## config.mk

```make
export PLATFORM = sky130hd
export DESIGN_NAME = send_all
export DESIGN_NICKNAME = d
export VERILOG_FILES = /design/src/rtl/send_all.sv
export SDC_FILE = /design/constraint.sdc
export NUM_CORES = 1
export LEC_CHECK = 0
export CORE_MARGIN = 1.5
export CORE_UTILIZATION = 45
export DETAILED_ROUTE_END_ITERATION = 10
export PLACE_DENSITY_LB_ADDON = 0.1
export SKIP_LAST_GASP = 1
export SLEW_MARGIN = 20
export SYNTH_ARGS = -nofsm -noshare
export SYNTH_HDL_FRONTEND = slang
export SYNTH_SLANG_ARGS = --single-unit
```

## constraint.sdc

```tcl
create_clock -name clk -period 3.1 [get_ports clk]
set_input_delay 0.465 -clock clk [delete_from_list [all_inputs] [get_ports clk]]
set_output_delay 0.465 -clock clk [all_outputs]
set_load 0.02 [all_outputs]
```

## src/rtl/send_all.sv

```systemverilog
// send_all: transmit side of the inter-board link. Sends a {msg_type, number}
// transaction as two 6-bit words over a four-phase Request/Ack handshake.
module send_all #(
    parameter int unsigned SETUP_CYCLES = 4,
    parameter int unsigned GAP_CYCLES   = 4,
    parameter int unsigned TIMEOUT      = 50000
) (
    input  logic       clk,
    input  logic       rst,
    input  logic       interboard_rst,
    input  logic       send_en,
    input  logic [2:0] send_msg_type,
    input  logic [4:0] send_number,
    input  logic       Ack_in,
    output logic       Request_out,
    output logic [5:0] inter_data_out,
    output logic       ready,
    output logic       send_done,
    output logic       send_timeout
);

    localparam logic [2:0] IDLE   = 3'd0;
    localparam logic [2:0] SETUP1 = 3'd1;
    localparam logic [2:0] REQ1   = 3'd2;
    localparam logic [2:0] ACK1   = 3'd3;
    localparam logic [2:0] GAP    = 3'd4;
    localparam logic [2:0] SETUP2 = 3'd5;
    localparam logic [2:0] REQ2   = 3'd6;
    localparam logic [2:0] ACK2   = 3'd7;

    localparam logic [15:0] SETUP_LAST = 16'(SETUP_CYCLES - 1);
    localparam logic [15:0] GAP_LAST   = 16'(GAP_CYCLES - 1);
    localparam logic [15:0] TO_LAST    = 16'(TIMEOUT - 1);

    logic [2:0]  r_state;
    logic [15:0] r_cnt;
    logic [2:0]  r_msg;
    logic [4:0]  r_num;
    logic        r_ack_meta;
    logic        r_ack_s;
    logic        r_req;
    logic [5:0]  r_data;

    logic        w_reset;
    logic [2:0]  w_state_d;
    logic [2:0]  w_msg_src;
    logic [5:0]  w_data_d;
    logic        w_req_d;
    logic        w_done;
    logic        w_timeout;
    logic        w_to_hit;

    assign w_reset  = !rst || interboard_rst;
    assign w_to_hit = (r_cnt == TO_LAST);
    // Word 1 is loaded on the accept edge, before the payload register is written.
    assign w_msg_src = (r_state == IDLE) ? send_msg_type : r_msg;

    // Next-state decode; done/timeout pulse in the cycle the FSM leaves a wait state.
    always_comb begin
        w_state_d = r_state;
        w_done    = 1'b0;
        w_timeout = 1'b0;
        case (r_state)
            IDLE:   if (send_en) w_state_d = SETUP1;
            SETUP1: if (r_cnt == SETUP_LAST) w_state_d = REQ1;
            REQ1: begin
                if (r_ack_s) begin
                    w_state_d = ACK1;
                end else if (w_to_hit) begin
                    w_state_d = IDLE;
                    w_timeout = 1'b1;
                end
            end
            ACK1: begin
                if (!r_ack_s) begin
                    w_state_d = GAP;
                end else if (w_to_hit) begin
                    w_state_d = IDLE;
                    w_timeout = 1'b1;
                end
            end
            GAP:    if (r_cnt == GAP_LAST) w_state_d = SETUP2;
            SETUP2: if (r_cnt == SETUP_LAST) w_state_d = REQ2;
            REQ2: begin
                if (r_ack_s) begin
                    w_state_d = ACK2;
                end else if (w_to_hit) begin
                    w_state_d = IDLE;
                    w_timeout = 1'b1;
                end
            end
            ACK2: begin
                if (!r_ack_s) begin
                    w_state_d = IDLE;
                    w_done    = 1'b1;
                end else if (w_to_hit) begin
                    w_state_d = IDLE;
                    w_timeout = 1'b1;
                end
            end
            default: w_state_d = IDLE;
        endcase
    end

    // Registered outputs are derived from the next state so they line up with it.
    always_comb begin
        w_data_d = 6'd0;
        case (w_state_d)
            SETUP1, REQ1, ACK1: w_data_d = {3'b000, w_msg_src};
            SETUP2, REQ2, ACK2: w_data_d = {1'b0, r_num};
            default:            w_data_d = 6'd0;
        endcase
        w_req_d = (w_state_d == REQ1) || (w_state_d == REQ2);
    end

    // Two-flop synchroniser for the asynchronous Ack.
    always_ff @(posedge clk) begin
        if (w_reset) begin
            r_ack_meta <= 1'b0;
            r_ack_s    <= 1'b0;
        end else begin
            r_ack_meta <= Ack_in;
            r_ack_s    <= r_ack_meta;
        end
    end

    // FSM state, shared phase/timeout counter and output registers.
    always_ff @(posedge clk) begin
        if (w_reset) begin
            r_state <= IDLE;
            r_cnt   <= 16'd0;
            r_req   <= 1'b0;
            r_data  <= 6'd0;
        end else begin
            r_state <= w_state_d;
            r_req   <= w_req_d;
            r_data  <= w_data_d;
            if ((w_state_d != r_state) || (r_state == IDLE)) begin
                r_cnt <= 16'd0;
            end else begin
                r_cnt <= r_cnt + 16'd1;
            end
        end
    end

    // Payload capture on accept; dropped whenever the FSM returns to idle.
    always_ff @(posedge clk) begin
        if (w_reset) begin
            r_msg <= 3'd0;
            r_num <= 5'd0;
        end else if ((r_state == IDLE) && send_en) begin
            r_msg <= send_msg_type;
            r_num <= send_number;
        end else if (w_state_d == IDLE) begin
            r_msg <= 3'd0;
            r_num <= 5'd0;
        end
    end

    assign Request_out    = r_req;
    assign inter_data_out = r_data;
    assign ready          = (r_state == IDLE);
    assign send_done      = w_done;
    assign send_timeout   = w_timeout;

endmodule

```

==> run metrics <==
outcome finished clean; final worst slack between 0.4 and 0.5 ns; WL/cell 13.1 um; final setup fails 0; Critical R2R Launch r_cnt[0]$_SDFF_PP0_; part of the power in registers approximately three fifths; fin crit share between 80 and 90%; Buffers on Ports 21; Root Driver clkbuf_4; Int Power between 600 and 700 uW; overall routed net length about 3.2 mm; Die Y 63.2 um; sequential-to-total area share from yosys stat 43.0%; crit path cell chain ha_1 -> and4_1 -> and4_1 -> and3_1 -> clkdlybuf4s50_1; metal2 WL 1.42 mm; Reg-to-Reg End r_cnt[10]$_SDFF_PP0_; H-tree depth 2; RSZ-0062 raised after global routing false; R2R setup slack 0.88 ns; num rows 21; Design Power between 700 and 800 uW; Reg area ~700 um2; via count around 1.3k; top sig layer met4; Worst Hold Endpoint r_ack_s$_SDFF_PP0_; Util after Layout 56.3%; worst hold-check path type reg -> reg; P&R area growth vs syn 18.0%; max_cap viols 0; Synthesis Warnings 0; Post-synth ARST share 0%; first-pass GRT wire length between 5 and 6 mm; area of the multi-input gates 868 um2; Tmin final ~2.7 ns; GRT overflow 0; Mapped Area between 1500 and 2000 um2; layout cells sized above 1 7.65%; vias per std cell 5.50; Post-layout nets between 200 and 250; drt pass-1 iters 4; relative slew slack between 50 and 60%; fillcell total roughly 330; TritonCTS Sinks 35; Remaining DRCs 0; Clock Skew ~0.0045 ns; Highest Clock Rate ~370 MHz; Num CTS Buffers 5; Pleak just under 0.7 nW; # Post-CTS Setup Buffers 0; met3 routed WL about 130 um; power per cell area 411 nW/um2; CTS tree done; commonest register cell after synthesis dfxtp_1; ant diodes 0; final number of hold-violating endpoints 0; Post-DP HPWL 2.33 mm; library cells used by synthesis 43; Crit Path Category reg -> out; initial core utilization 47.7%; Startpoint Class flip-flop; vias in the first global route approximately 1.2k; initial antenna violation count 0; crit-path max cell delay ~0.59 ns; IR drop worst, VDD 239 uV; Max Slew Vio Count 0; CP Capture Type output port; register bit count reported by yosys 35; switch share 22.1%; Worst-Skew Late Latency 0.33 ns; Post-synth EDFFs 0; setup TNS 0 ns; Bufs on Longest Clock Path 2; most used cell, CP and4_1; kind of cell adding the most delay to the critical path simple AND/OR/NAND/NOR gates; Clock Power Share between 30% and 40%; Clock transition at path regs about 0.10 ns; largest net degree at the start of global routing 17; antenna viol nets, final 0; Worst Tran Pin Value around 0.66 ns; HP Start r_ack_meta$_SDFF_PP0_; required time of the critical path 2.63 ns; Resized cells post-CTS 0; wire length on met1 1.56 mm; worst slack, placed about 0.77 ns; num ports 23; CP Data Arrival Time 2.23 ns; Worst Hold Depth 1; Post-CTS Hold Buffers 0; crit-path max FO 5; NetSw around 170 uW; CP Buf/Inv Count 1; Core Area roughly 3400 um2; overall routing resource usage 17.4%; syn_area_per_cell roughly 9.3 um2; Net Count, Synth about 190; worst-path cell with the longest stage delay clkdlybuf4s50_1; Mapped Cells 175; R2R depth 6; die area roughly 4000 um2; Die X 63.2 um; DR iter-0 viols 55; Final Wtd Congestion 0.848; Combinational Power Share 6.5%
-- synthesized netlist by cell type (all sizes together) (4+ instances only) --
cell type  instances  area share (%)
dfxtp             35              43
and3              10             3.8
xor2               5             2.7
nor2              28             6.4
nand2              6             1.4
xnor2             10             5.4
buf                4             1.7
clkbuf             4            0.92
nand3              4             1.2
a32o               8             4.9
nand4              6             2.7
a211oi             4             1.8
nor3               6             2.5
a21oi              5             1.5
nor4               5             2.8
and4               4             2.1
inv                5             1.2
-- through the flow --
step	instance area, um2	hold slack, ns	instances
CTS	1920	0.444	242
global route	1920	0.470	242
detailed placement	1860	0.412	234
floorplan	1630	0.406	175
finish	1920	0.438	242
global placement	1860	0.426	234
-- kinds of logic after synthesis --
group | count (synthesis) | synth area share [%]
xor+xnor | 15 | 8.06
compound gates | 26 | 13.9
mux | 4 | 2.53
fa+ha+maj | 1 | 0.767
flops | 35 | 43.0
other cells | 1 | 0.230
simple gates | 80 | 27.8
buf+inv | 13 | 3.76
-- area by class of cell --
type / count / area share, %
clock buffer: 8 / 3.58
inverter: 5 / 0.975
multi-input combinational: 127 / 45.1
sequential: 35 / 36.4
tap: 46 / 2.99
timing repair buffer: 21 / 10.9
-- flip-flops by register name, summed over array words and instances, names as in the netlist --
name	count
r_cnt	16
r_num	5
r_state	3
r_ack_s	1
Request_out	1
r_ack_meta	1
r_msg	3
inter_data_out	5
-- routing by layer --
layer | up-vias | track usage (%)
met5 | - | 0
met4 | 0 | 8.15
met3 | 10 | 3.75
met2 | 31 | 26.3
met1 | 616 | 23.7
li1 | 675 | -
-- worst max path at each step --
stage,slack [ns],end,depth (start not counted),start
final,0.41,send_timeout,5,r_cnt[0]$_SDFF_PP0_
after global routing,0.25,send_timeout,5,r_cnt[0]$_SDFF_PP0_
after CTS,0.39,send_timeout,5,r_cnt[0]$_SDFF_PP0_
after detailed placement,0.77,send_timeout,5,r_cnt[0]$_SDFF_PP0_
after global placement,0.81,send_timeout,5,r_cnt[0]$_SDFF_PP0_
after floorplan,1.26,r_cnt[10]$_SDFF_PP0_,7,r_cnt[0]$_SDFF_PP0_
-- power groups by stage --
stage / logic, mW / registers [mW] / clock network, mW
final: 0.0511 / 0.460 / 0.281
after global routing: 0.0555 / 0.461 / 0.313
after CTS: 0.0514 / 0.460 / 0.288
after detailed placement: 0.0510 / 0.470 / 0
after global placement: 0.0496 / 0.470 / 0
after floorplan: 0.0282 / 0.469 / 0
-- layout by cell type (no fill, tap or decap), drive strengths merged, types with 6 or more instances in the layout --
cell,n
clkdlybuf4s50,21
nor3,6
a32o,8
nand2,6
nand4,6
xnor2,10
dfxtp,35
clkbuf,8
nor2,28
and3,10
(Power assumes the default switching activity.)
